===== config.mk =====
export PLATFORM = sky130hd
export DESIGN_NAME = led_pulse_stretcher
export DESIGN_NICKNAME = d
export VERILOG_FILES = /design/src/rtl/led_pulse_stretcher.sv
export SDC_FILE = /design/constraint.sdc
export NUM_CORES = 1
export LEC_CHECK = 0
export ABC_AREA = 1
export ABC_CLOCK_PERIOD_IN_PS = 4100
export CORE_MARGIN = 5
export CORE_UTILIZATION = 25
export CTS_CLUSTER_DIAMETER = 100
export DETAILED_ROUTE_END_ITERATION = 7
export SLEW_MARGIN = 20
export SYNTH_ARGS = -nofsm -noshare
export SYNTH_HDL_FRONTEND = slang
export SYNTH_SLANG_ARGS = --single-unit
export TNS_END_PERCENT = 50

===== constraint.sdc =====
create_clock -name clk -period 4.1 [get_ports clk]
set_clock_uncertainty 0.2 [all_clocks]
set_input_delay 0.82 -clock clk [delete_from_list [all_inputs] [get_ports clk]]
set_output_delay 0.82 -clock clk [all_outputs]
set_load 0.01 [all_outputs]

===== src/rtl/led_pulse_stretcher.sv =====
// led_pulse_stretcher: stretches one-clock event ticks into visible LED flashes with a forced dark gap.
// Optional macro LED_PWM_EN dims the LED during ON using the duty input and a free-running PWM counter.
module led_pulse_stretcher #(
    parameter int ON_CYCLES  = 5_000_000,
    parameter int GAP_CYCLES = 5_000_000,
    parameter int MAX_PEND   = 15,
    parameter int PEND_W     = 4,
    parameter int PWM_BITS   = 8
) (
    input  logic                clk,
    input  logic                rst,
    input  logic                trig,
    input  logic [PWM_BITS-1:0] duty,
    output logic                led,
    output logic                busy,
    output logic [PEND_W-1:0]   pend,
    output logic                drop
);

    localparam int MAX_CYC = (ON_CYCLES > GAP_CYCLES) ? ON_CYCLES : GAP_CYCLES;
    localparam int TIMER_W = (MAX_CYC > 1) ? $clog2(MAX_CYC) : 1;

    localparam logic [TIMER_W-1:0] ON_LOAD  = TIMER_W'(ON_CYCLES - 1);
    localparam logic [TIMER_W-1:0] GAP_LOAD = TIMER_W'(GAP_CYCLES - 1);
    localparam logic [PEND_W-1:0]  PEND_MAX = PEND_W'(MAX_PEND);

    typedef enum logic [1:0] {
        IDLE = 2'd0,
        ON   = 2'd1,
        GAP  = 2'd2
    } state_t;

    state_t              state;
    state_t              state_nxt;
    logic [TIMER_W-1:0]  timer;
    logic [TIMER_W-1:0]  timer_nxt;
    logic [PEND_W-1:0]   pend_nxt;
    logic                drop_nxt;
    logic                pend_inc;
    logic                pend_dec;
    logic                pwm_on;

`ifdef LED_PWM_EN
    logic [PWM_BITS-1:0] pwm_cnt;

    always_ff @(posedge clk) begin
        if (rst) begin
            pwm_cnt <= '0;
        end else begin
            pwm_cnt <= pwm_cnt + 1'b1;
        end
    end

    // An all-ones duty must be fully lit, which the plain compare cannot express.
    assign pwm_on = (pwm_cnt < duty) || (&duty);
`else
    logic unused_duty;

    assign unused_duty = ^duty;
    assign pwm_on      = 1'b1;
`endif

    always_comb begin
        state_nxt = state;
        timer_nxt = timer;
        pend_inc  = 1'b0;
        pend_dec  = 1'b0;

        case (state)
            IDLE: begin
                if (trig) begin
                    state_nxt = ON;
                    timer_nxt = ON_LOAD;
                end
            end
            ON: begin
                pend_inc = trig;
                if (timer == '0) begin
                    // A tick on the final ON cycle still earns its own flash after a gap.
                    if ((pend != '0) || trig) begin
                        state_nxt = GAP;
                        timer_nxt = GAP_LOAD;
                    end else begin
                        state_nxt = IDLE;
                    end
                end else begin
                    timer_nxt = timer - 1'b1;
                end
            end
            GAP: begin
                pend_inc = trig;
                if (timer == '0) begin
                    state_nxt = ON;
                    timer_nxt = ON_LOAD;
                    pend_dec  = (pend != '0);
                end else begin
                    timer_nxt = timer - 1'b1;
                end
            end
            default: begin
                state_nxt = IDLE;
                timer_nxt = '0;
            end
        endcase
    end

    always_comb begin
        pend_nxt = pend;
        drop_nxt = 1'b0;

        if (pend_inc && !pend_dec) begin
            if (pend == PEND_MAX) begin
                drop_nxt = 1'b1;
            end else begin
                pend_nxt = pend + 1'b1;
            end
        end else if (pend_dec && !pend_inc) begin
            pend_nxt = pend - 1'b1;
        end
    end

    always_ff @(posedge clk) begin
        if (rst) begin
            state <= IDLE;
            timer <= '0;
            pend  <= '0;
            drop  <= 1'b0;
            led   <= 1'b0;
            busy  <= 1'b0;
        end else begin
            state <= state_nxt;
            timer <= timer_nxt;
            pend  <= pend_nxt;
            drop  <= drop_nxt;
            led   <= (state_nxt == ON) && pwm_on;
            busy  <= (state_nxt != IDLE);
        end
    end

endmodule


---- After elaboration in Yosys (flattened, before gate mapping) ----
Cells that the tools add are included.
storage, ports and cells
  flip-flop bits (word level) ............. 32
  latch bits .............................. 0
  RAM bits ................................ 0
  bits in read-only memories .............. 0
  bits of input ports ..................... 11
  output and inout bits ................... 7
  word-level logic and storage cells ...... 48
  memories ................................ 0
cells by class
  add/sub/neg operators ................... 3
  multiply operators ...................... 0
  div/mod/pow operators ................... 0
  magnitude comparators ................... 0
  equality and inequality tests ........... 7
  shifts and indexed selects .............. 0
  mux-type cells .......................... 17
  bitwise operators ....................... 1
  reduce and logical (&&, ||, !) cells .... 14
operator list
  kind                                                                   number
  23-bit 2-to-1 mux                                                      4
  23-bit one-hot mux with 3 select lines                                 1
  23-bit zero test                                                       1
  23-bit by 1-bit subtractor with 23-bit output, second input constant   1
  4-bit 2-to-1 mux                                                       3
  2-bit 2-to-1 mux                                                       4
  2-bit one-hot mux with 3 select lines                                  1
  4-bit by 1-bit adder with 4-bit output, second input constant          1
  2-bit by 1-bit equality test with 1-bit output, second input constant  2
  4-bit equality test, second input constant                             1
  1-bit 2-to-1 mux                                                       4
  2-bit != test, second input constant                                   2
  2-bit AND reduction                                                    2
  2-bit nonzero test                                                     2
  4-bit nonzero test                                                     1
  2-bit OR reduction                                                     2
  4-bit by 1-bit subtractor with 4-bit output, second input constant     1
  3-bit != test, second input constant                                   1
  2-bit equality test, second input constant                             1
  1-bit logical AND                                                      2
  1-bit zero test                                                        2
  2-bit zero test                                                        1
  1-bit logical OR                                                       1
  1-bit inverter                                                         1

---- Logic depth before layout (Yosys ltp) ----
Gate-level depths: netlist (run 1).
  depth after elaboration ................. 7
  depth in mapped cells ................... 14
  gate-level depth less buffers ........... 14

---- Worst setup path after synthesis (run 1) ----
Ideal clock, no wire load.
  path type ............................... reg2reg
  start ................................... register state[0]
  end ..................................... register pend[3]
  setup time .............................. 0.117 ns
  arrival time ............................ 1.995 ns
  required time ........................... 3.783 ns
  path slack .............................. 1.788 ns
  stages on the path, launching flop included .. 14
  path buffers ............................ 1
  period minus slack after synthesis ...... 2.312 ns
  cell sequence ........................... dfxtp_1 -> inv_1 -> ha_1 -> clkbuf_1 -> nand2_1 -> inv_1 -> nand2_2 -> ha_1 -> nand2_1 -> nand3b_1 -> nand3_1 -> nand2_1 -> nor2_1 -> nor2_1
on the way
  word-level cells in the longest chain between the ends .. 7
  elaborated cells on any way between the ends .. 13
  classes of those cells .................. eq/ne (3); mux (3); reduce/logical (7)
RTL lines
  item                                                                                   RTL line  text
  start, declared                                                                        33        state_t state;
  start signal, assigned                                                                 131       state <= state_nxt;
  2-bit equality test or 2-bit by 1-bit equality test with 1-bit output (tied branches)  69        case (state)
  2-bit OR reduction (no line)                                                           n/a
  1-bit 2-to-1 mux                                                                       69
  1-bit zero test                                                                        117       end else if (pend_dec && !pend_inc) begin
  1-bit logical AND                                                                      117
  2-bit nonzero test (no line)                                                           n/a
  2-bit AND reduction (no line)                                                          n/a
  end signal, assigned                                                                   133       pend <= pend_nxt;
  end, declared                                                                          16        output logic [PEND_W-1:0] pend,
Several ways; a longest one is shown, not always the timed one.
A chain may end at the register's enable or synchronous reset.

---- Worst setup path after layout (run 1) ----
  start ................................... input trig
  end ..................................... register timer[0]
on the way
  word-level cells in the longest chain between the ends .. 3
  elaborated cells on any way between the ends .. 4
  classes of those cells .................. eq/ne (2); reduce/logical (2)
RTL lines
  item                               RTL line  text
  start, declared                    12        input logic trig,
  1-bit logical OR                   80        if ((pend != '0) || trig) begin
  3-bit != test (no line)            n/a
  2-bit AND reduction (no line) (*)  n/a
  end signal, assigned               132       timer <= timer_nxt;
  end, declared                      35        logic [TIMER_W-1:0] timer;
Every way passes the cells marked *; elsewhere a longest branch is shown, timed or not.

==> impl_metrics.env, run 1 <==
export IMPL_status="completed"
export IMPL_cts_hold_buf=0
export IMPL_syn_area_sq_um=2080
export IMPL_slew_headroom_pct=62.8
export IMPL_yosysTopAreaCell="dfxtp_1"
export IMPL_grt_usage_pct=9.50
export IMPL_path_cells="clkdlybuf4s50_1 -> or2_1 -> nor2_1 -> nand2_4 -> nand2_8 -> nor2_2 -> o21ai_0 -> a21oi_1"
export IMPL_p_leak_nw=1.01
export IMPL_cts_buffer_depth=2
export IMPL_tns_ps=0
export IMPL_num_io_pins=18
export IMPL_post_route_cells_drive_above_1_share_pct=11.9
export IMPL_grt_start_max_net_pins=20
export IMPL_layout_nets=327
export IMPL_cts_resized=0
export IMPL_cts_setup_buffers=0
export IMPL_reg2reg_from="state[0]"
export IMPL_cts_sink_count=32
export IMPL_cts_buffers=5
export IMPL_rows=33
export IMPL_worstSetupEndpointType="flip-flop"
export IMPL_vias_per_cell=4.51
export IMPL_die_area_sq_um=10200
export IMPL_timing_hold_ws_ps=287
export IMPL_maxCapViolCount=0
export IMPL_first_pass_iters=4
export IMPL_r2r_end="pend[3]"
export IMPL_max_stage_delay_ps=530
export IMPL_synth_most_common_cell="nand2_1"
export IMPL_rrSetupSlack_ps=1590
export IMPL_syn_instance_count=298
export IMPL_hold_viol_final=0
export IMPL_area_delta_synth_final_pct=13.4
export IMPL_cp_max_fo=19
export IMPL_nFillCells=907
export IMPL_r2r_cells=12
export IMPL_syn_nets=316
export IMPL_start_kind="input port"
export IMPL_die_w_um=101
export IMPL_routed_wl_mm=4.57
export IMPL_ir_drop_v=0.000145
export IMPL_yosysSeqAreaShare_pct=30.8
export IMPL_syn_mean_instance_area_sq_um=6.98
export IMPL_ys_flop_type="dfxtp_1"
export IMPL_drc=0
export IMPL_grt_pass1_vias=1726
export IMPL_port_buffers=9
export IMPL_dp_slack_ps=1240
export IMPL_synth_area_leaders="dfxtp_1 31%, nand2_1 11%, nor2_1 6.7%, a21oi_1 6.3%, inv_1 5.2%"
export IMPL_root_buffer="clkbuf_8"
export IMPL_dp_hpwl_mm=3.27
export IMPL_worst_slew_pin_slew_ps=557
export IMPL_critPathKind="input port to flip-flop"
export IMPL_drtIter0Drc=95
export IMPL_overflow=0
export IMPL_core_sq_um=8180
export IMPL_hold_start="timer[1]"
export IMPL_ys_seq_elements=32
export IMPL_hold_end="timer[1]"
export IMPL_rsz0062_at_grt="no"
export IMPL_min_period_ps=2560
export IMPL_finalCritPeriodShare_pct=62.4
export IMPL_setup_viol=0
export IMPL_async_flop_share_pct=0
export IMPL_power_mw=0.860
export IMPL_slowest_stage="clkdlybuf4s50_1"
export IMPL_slew_violations=0
export IMPL_synth_top_area_share_pct=30.8
export IMPL_power_density_nw_per_um2=365
export IMPL_worst_ep_required_time_ps=4120
export IMPL_yosysWarnings=0
export IMPL_die_h_um=101
export IMPL_place_congestion=0.805
export IMPL_clock_latency_ps=280
export IMPL_crit_arrival_ps=2580
export IMPL_grt_pass1_wl_mm=7.89
export IMPL_cts_tree="yes"
export IMPL_clkTransAtPathRegs_ps=70
export IMPL_max_freq_mhz=391
export IMPL_layout_setup_ws_ps=1540
export IMPL_antenna_found_initial=0
export IMPL_ys_top_cells_by_count="62 x nand2_1, 37 x nor2_1, 32 x dfxtp_1, 29 x inv_1, 26 x a21oi_1"
export IMPL_hold_path_depth=2
export IMPL_antenna_left=0
export IMPL_vias=1871
export IMPL_synth_edf_count=0
export IMPL_diodes=0
export IMPL_cts_max_level=2
export IMPL_synth_cell_types=39
export IMPL_wl_per_cell_um=11.0
export IMPL_hold_class="flip-flop to flip-flop"
export IMPL_initial_core_util_pct=25.4
-- sequential cells by signal, indices dropped and copies added (netlist names) --
name / flops
drop: 1
busy: 1
pend: 4
timer: 23
led: 1
state: 2
-- area by class of cell --
class,count,area [sq um],share of cell area [%]
Timing Repair Buffer,10,97.6,4.14
Clock buffer,8,90.1,3.82
Tap cell,105,131,5.57
Sequential cell,32,641,27.2
Inverter,34,130,5.52
Multi-Input combinational cell,226,1270,53.8
-- where the power goes --
group / leakage (nW) / switching [mW] / internal [mW]
clock: 0.0455 / 0.116 / 0.137
combinational: 0.705 / 0.153 / 0.0912
sequential: 0.263 / 0.0279 / 0.335
-- routing by layer --
layer | vias up | part of all wire [%] | GRT usage (%)
met5 | - | 0 | 0
met4 | 0 | 1.4 | 3.37
met3 | 6 | 3.2 | 2.55
met2 | 17 | 47 | 15.8
met1 | 861 | 48 | 11.8
li1 | 987 | - | -
-- through the flow --
step                utilization (%)  area, sq um  instances
floorplan                         -         2080        298
global placement               27.7         2270        407
detailed placement             27.7         2270        407
CTS                            28.8         2360        415
global route                   28.8         2360        415
finish                         28.8         2360        415
-- worst max-delay path by stage --
stage,from,end,slack [ps],cells past startpoint
2_1_floorplan,state[0],pend[3],1790,13
3_5_place_dp,trig,timer[0],1240,8
3_3_place_gp,trig,pend[3],1260,11
4_1_cts,trig,timer[0],1540,8
6_report,trig,timer[0],1540,8
5_1_grt,trig,timer[5],1330,8
-- layout by cell type, fill, tap and decap left out, drive strengths merged --
cell	n
clkbuf	8
or2	3
xor2	6
inv	34
clkdlybuf4s50	9
a221oi	1
dfxtp	32
nand4	5
a31o	1
and2	1
nand3	19
ha	7
o21a	1
nor2	47
o21bai	2
nor3	5
nand2	70
a21oi	27
xnor2	4
buf	1
nand3b	3
o311ai	1
o21ai	23
-- kinds of logic after synthesis --
| kind of cell | after synthesis | share of synthesized area [%] |
|---|---|---|
| and+or+nand+nor | 153 | 36.9 |
| AOI/OAI and AO/OA | 56 | 15.6 |
| buffers and inverters | 40 | 8.24 |
| DFF | 32 | 30.8 |
| xor gates and xnor gates | 10 | 4.21 |
| adders and majority gates | 7 | 4.21 |
-- critical path: cells and delay by family --
kind                   cells  cell delay (ps)
AND/OR/NAND/NOR            5              890
AO/OA/AOI/OAI              2              330
buffers and inverters      1              530
Note: power is estimated with default switching activity, not from simulation.
==> run 2, diff against run 1 <==
--- a/config.mk
+++ b/config.mk
@@ -6,7 +6,7 @@
 export NUM_CORES = 1
 export LEC_CHECK = 0
 export ABC_AREA = 1
-export ABC_CLOCK_PERIOD_IN_PS = 4100
+export ABC_CLOCK_PERIOD_IN_PS = 2100
 export CORE_MARGIN = 5
 export CORE_UTILIZATION = 25
 export CTS_CLUSTER_DIAMETER = 100
==> constraint.sdc (replaced) <==
create_clock -name clk -period 2.1 [get_ports clk]
set_clock_uncertainty 0.2 [all_clocks]
set_input_delay 0.42 -clock clk [delete_from_list [all_inputs] [get_ports clk]]
set_output_delay 0.42 -clock clk [all_outputs]
set_load 0.01 [all_outputs]
==> impl_metrics.env, run 2 (synthesis gave the netlist of run 1 again) <==
export IMPL_antenna_found_initial=0
export IMPL_rrSetupSlack_ps=110
export IMPL_clock_latency_ps=290
export IMPL_cts_sink_count=32
export IMPL_reg2reg_from="state[0]"
export IMPL_multi_input_area_sq_um=1380
export IMPL_largest_register_ffs=23
export IMPL_cts_tree="yes"
export IMPL_worstSetupEndpointType="flip-flop"
export IMPL_root_buffer="clkbuf_8"
export IMPL_hold_viol_final=0
export IMPL_rows=33
export IMPL_routed_wl_mm=5.24
export IMPL_antenna_left=0
export IMPL_grt_pass1_vias=2035
export IMPL_hold_class="flip-flop to flip-flop"
export IMPL_grt_usage_pct=10.6
export IMPL_critPathKind="flip-flop to flip-flop"
export IMPL_max_freq_mhz=501
export IMPL_hold_start="timer[22]"
export IMPL_min_period_ps=1990
export IMPL_grt_start_max_net_pins=17
export IMPL_regMostFlops="timer"
export IMPL_slew_violations=0
export IMPL_post_place_cells=453
export IMPL_drc=0
export IMPL_vias=2106
export IMPL_nFillCells=873
export IMPL_reg_largest_list="timer x23, pend x4, state x2"
export IMPL_r2r_end="pend[3]"
export IMPL_finalCritPeriodShare_pct=95.0
export IMPL_pwr_share_comb_pct=35.0
export IMPL_wl_per_cell_um=11.1
export IMPL_dp_hpwl_mm=3.79
export IMPL_p_switching_mw=0.654
export IMPL_layout_nets=383
export IMPL_slew_headroom_pct=77.5
export IMPL_power_frac_seq_pct=34.9
export IMPL_p_leak_nw=1.32
export IMPL_cts_max_level=2
export IMPL_cts_buffer_depth=2
export IMPL_place_area_sq_um=2630
export IMPL_diodes=0
export IMPL_switching_share_pct=33.0
export IMPL_die_h_um=101
export IMPL_post_route_cells_drive_above_1_share_pct=33.3
export IMPL_start_kind="flip-flop"
export IMPL_initial_core_util_pct=25.4
export IMPL_ir_drop_v=0.000333
export IMPL_rsz0062_at_grt="yes"
export IMPL_layoutNonFillerInstCount=471
export IMPL_drtIter0Drc=83
export IMPL_p_int_mw=1.33
export IMPL_worst_ep_required_time_ps=2080
export IMPL_layout_commonest_cell="nand2_1"
export IMPL_area_delta_synth_final_pct=40.6
export IMPL_cts_buffers=5
export IMPL_postLayoutCellArea_sq_um=2920
export IMPL_crit_arrival_ps=1980
export IMPL_maxCapViolCount=0
export IMPL_setup_viol=0
export IMPL_place_congestion=0.849
export IMPL_worst_slew_pin_slew_ps=334
export IMPL_first_pass_iters=5
export IMPL_die_area_sq_um=10200
export IMPL_num_io_pins=18
export IMPL_r2r_cells=12
export IMPL_hold_end="timer[22]"
export IMPL_vias_per_cell=4.47
export IMPL_seqCellArea_sq_um=649
export IMPL_final_cell_mix="59 x nand2_1, 57 x buf_4, 30 x nor2_1"
export IMPL_die_w_um=101
export IMPL_core_sq_um=8180
export IMPL_grt_pass1_wl_mm=8.77
export IMPL_overflow=0
export IMPL_clkPwrFrac_pct=30.1
export IMPL_hold_path_depth=2
export IMPL_clkTransAtPathRegs_ps=70
export IMPL_power_density_nw_per_um2=679
export IMPL_cp_max_fo=4
export IMPL_power_mw=1.98
export IMPL_port_buffers=9
export IMPL_status="completed"
==> run 2: changes by cell type in the layout (fill, tap and decap cells not counted), sizes merged <==
cell / delta
buf: +56
clkbuf: -2
bufinv: +1
clkinv: +1
==> run 2: power by group through the flow <==
| stage | combinational [mW] | clock [mW] | sequential [mW] |
|---|---|---|---|
| finish | 0.694 | 0.597 | 0.694 |
| detailed placement | 0.622 | 0 | 0.697 |
| global placement | 0.614 | 0 | 0.696 |
| global route | 0.769 | 0.634 | 0.700 |
| floorplan | 0.391 | 0 | 0.715 |
| CTS | 0.631 | 0.612 | 0.684 |
==> run 2: metrics by stage <==
| stage | util, % | hold WS (ps) | setup slack (ps) | setup TNS (ps) |
|---|---|---|---|---|
| 2_1_floorplan | - | 253 | -10.7 | -10.7 |
| 3_3_place_gp | 32.2 | 274 | -212 | -2880 |
| 3_5_place_dp | 32.2 | 280 | -226 | -3040 |
| 4_1_cts | 33.8 | 290 | 0.253 | 0 |
| 5_1_grt | 35.8 | 312 | -49.4 | -82.7 |
| 6_report | 35.8 | 284 | 105 | 0 |
==> run 2: worst max path at each step <==
stage	from	end	cells past startpoint
2_1_floorplan	timer[0]	pend[2]	14
3_3_place_gp	trig	timer[0]	8
3_5_place_dp	trig	timer[5]	8
4_1_cts	timer[0]	pend[2]	14
5_1_grt	timer[2]	timer[21]	11
6_report	state[0]	pend[3]	12
==> run 2: layout make-up <==
cell class | count | area share [%]
inverter | 34 | 4.62
tap | 105 | 4.49
timing repair buffer | 66 | 17.7
clock inverter | 2 | 1.20
clock buffer | 6 | 2.48
sequential | 32 | 22.2
multi-input combinational | 226 | 47.3
==> run 2: what timing repair did <==
item                                    CTS  global route
cloned                                    0             0
gates resized for setup                   2            33
hold buffers                              0             0
pin swaps                                 2            15
buffers inserted                          2             8
endpoints found under the setup margin    2            17
==> run 2: layer usage <==
layer	part of all wire (%)	vias to the layer above	track usage (%)
li1	-	1098	-
met1	47	976	12.7
met3	2.7	7	2.20
met2	49	25	18.7
met5	0	-	0
met4	1.7	0	3.68
==> run 2: worst max-delay path, cell delays in order, from the launching register on <==
cell and delay (ps):
dfxtp_2 350, inv_4 50, ha_2 180, and2_4 170, nand4_4 110, nand2_4 80, ha_4 280, nand2_1 50
nand3b_1 170, nand3_1 90, nand2_1 50, nor2_1 80, nor2_1 50
==> run 3, diff against run 2 <==
--- a/config.mk
+++ b/config.mk
@@ -5,7 +5,6 @@
 export SDC_FILE = /design/constraint.sdc
 export NUM_CORES = 1
 export LEC_CHECK = 0
-export ABC_AREA = 1
 export ABC_CLOCK_PERIOD_IN_PS = 2100
 export CORE_MARGIN = 5
 export CORE_UTILIZATION = 25
==> impl_metrics.env, run 3 <==
export IMPL_syn_instance_count=221
export IMPL_max_freq_mhz=362
export IMPL_yosysWarnings=0
export IMPL_synth_edf_count=0
export IMPL_cts_max_level=2
export IMPL_start_kind="flip-flop"
export IMPL_clkTransAtPathRegs_ps=80
export IMPL_critPathLaunch="timer[15]"
export IMPL_vias_per_cell=4.61
export IMPL_ys_seq_elements=32
export IMPL_post_place_cells=386
export IMPL_critPathKind="flip-flop to flip-flop"
export IMPL_finalCritPeriodShare_pct=131
export IMPL_area_delta_synth_final_pct=45.1
export IMPL_cp_max_fo=3
export IMPL_place_congestion=0.794
export IMPL_slew_headroom_pct=64.7
export IMPL_violations="setup timing"
export IMPL_yosysTopAreaCell="dfxtp_1"
export IMPL_ys_top_cells_by_count="32 x dfxtp_1, 24 x nor2_1, 20 x nand2_1, 18 x nor3_1, 10 x xnor2_1"
export IMPL_hold_viol_final=0
export IMPL_vias=1821
export IMPL_timing_hold_ws_ps=271
export IMPL_grt_pass1_wl_mm=8.62
export IMPL_rsz0062_at_grt="yes"
export IMPL_maxCapViolCount=0
export IMPL_cts_buffers=5
export IMPL_overflow=0
export IMPL_seqCellArea_sq_um=642
export IMPL_min_period_ps=2760
export IMPL_grt_usage_pct=11.8
export IMPL_die_area_sq_um=9130
export IMPL_reg2reg_from="timer[15]"
export IMPL_port_buffers=9
export IMPL_routed_wl_mm=4.77
export IMPL_dp_hpwl_mm=3.56
export IMPL_synth_top_area_share_pct=35.0
export IMPL_synth_cell_types=48
export IMPL_nFillCells=739
export IMPL_hold_class="flip-flop to flip-flop"
export IMPL_drtIter0Drc=101
export IMPL_post_route_cells_drive_above_1_share_pct=32.8
export IMPL_layout_nets=313
export IMPL_wl_per_cell_um=12.1
export IMPL_antenna_left=0
export IMPL_setup_viol=31
export IMPL_cts_buffer_depth=2
export IMPL_syn_mean_instance_area_sq_um=8.28
export IMPL_power_density_nw_per_um2=756
export IMPL_layout_setup_ws_ps=-660
export IMPL_worst_ep_required_time_ps=2090
export IMPL_ys_flop_type="dfxtp_1"
export IMPL_status="finished, violations left"
export IMPL_clock_latency_ps=290
export IMPL_hold_start="timer[21]"
export IMPL_synth_most_common_cell="dfxtp_1"
export IMPL_crit_arrival_ps=2750
export IMPL_yosysSeqAreaShare_pct=35.0
export IMPL_layoutNonFillerInstCount=395
export IMPL_async_flop_share_pct=0
export IMPL_reg_largest_list="timer x23, pend x4, state x2"
export IMPL_syn_area_sq_um=1830
export IMPL_syn_nets=239
export IMPL_antenna_found_initial=0
export IMPL_initial_core_util_pct=25.5
export IMPL_diodes=0
export IMPL_synth_area_leaders="dfxtp_1 35%, nor3_1 4.9%, nor2_1 4.9%, ha_1 4.8%, xnor2_1 4.8%"
export IMPL_multi_input_area_sq_um=1170
export IMPL_root_buffer="clkbuf_8"
export IMPL_layout_commonest_cell="buf_4"
export IMPL_die_w_um=95.5
export IMPL_core_sq_um=7180
export IMPL_die_h_um=95.5
export IMPL_ir_drop_v=0.000387
export IMPL_final_cell_mix="63 x buf_4, 31 x dfxtp_1, 24 x nor2_1"
export IMPL_drc=0
export IMPL_cts_tree="yes"
export IMPL_grt_start_max_net_pins=13
export IMPL_regMostFlops="timer"
export IMPL_slew_violations=0
export IMPL_first_pass_iters=4
export IMPL_worstSetupEndpointType="flip-flop"
export IMPL_tns_ps=-15350
export IMPL_cts_sink_count=32
export IMPL_largest_register_ffs=23
export IMPL_rows=31
export IMPL_p_leak_nw=1.12
export IMPL_worst_slew_pin_slew_ps=525
export IMPL_num_io_pins=18
export IMPL_final_util_pct=37.0
export IMPL_grt_pass1_vias=1900
run 3: per-layer routing:
layer	up-vias	global-route usage (%)	share of wire (%)
li1	933	-	-
met5	-	0	0
met4	0	3.08	0.92
met1	860	15.8	50
met2	22	18.9	45
met3	6	3.08	4.1
run 3: layout make-up:
cell class | instances | area share, %
tap | 99 | 4.67
clock buffer | 6 | 3.11
inverter | 4 | 0.566
timing repair buffer | 75 | 22.8
clock inverter | 2 | 0.377
multi-input combinational | 177 | 44.3
sequential | 32 | 24.2
run 3: repair_timing:
action | CTS | global route
gates cloned | 1 | 0
setup endpoints to repair | 31 | 32
buffers inserted | 0 | 0
hold buffers | 0 | 0
gates resized for setup | 5 | 4
pin swaps | 1 | 5
run 3: kinds of logic (layout without fill, tap and decap cells):
logic type / Yosys count / after routing / synth area share (%)
buffers and inverters: 12 / 87 / 3.56
adder cells (fa/ha/maj): 7 / 7 / 4.79
multiplexers: 4 / 4 / 2.19
flip-flops: 32 / 32 / 35.0
AO/OA/AOI/OAI: 43 / 43 / 15.9
XOR/XNOR: 17 / 17 / 8.14
AND/OR/NAND/NOR: 106 / 106 / 30.4
run 3: per-stage QoR:
step           area [sq um]  power, mW  worst slack, ps
3_5_place_dp           2530       1.48             -660
4_1_cts                2640       2.01             -670
5_1_grt                2650       2.14             -799
6_report               2650       2.01             -660
3_3_place_gp           2530       1.47             -603
2_1_floorplan          1870       1.16             -731
run 3: worst paths after layout:
| path | endpoint | slack (ps) | cells past startpoint |
|---|---|---|---|
| setup / recovery | pend[3] | -660 | 10 |
| hold reg to reg | timer[21] | 270 | 1 |
| setup reg to reg | pend[3] | -660 | 10 |
| hold / removal | timer[21] | 270 | 1 |
run 3: power breakdown:
group	total, mW	internal [mW]	switching (mW)
sequential	0.700	0.670	0.0300
combinational	0.794	0.408	0.386
clock	0.511	0.262	0.249
total	2.01	1.34	0.666
run 3: critical path, stage by stage (launching register included):
cell	delay (ps)
dfxtp_2	320
or4_4	540
or4_4	530
nor3_4	140
or2_4	170
ha_4	210
a31oi_1	120
nor2b_1	60
mux2i_1	150
xor2_1	170
nor2_1	50
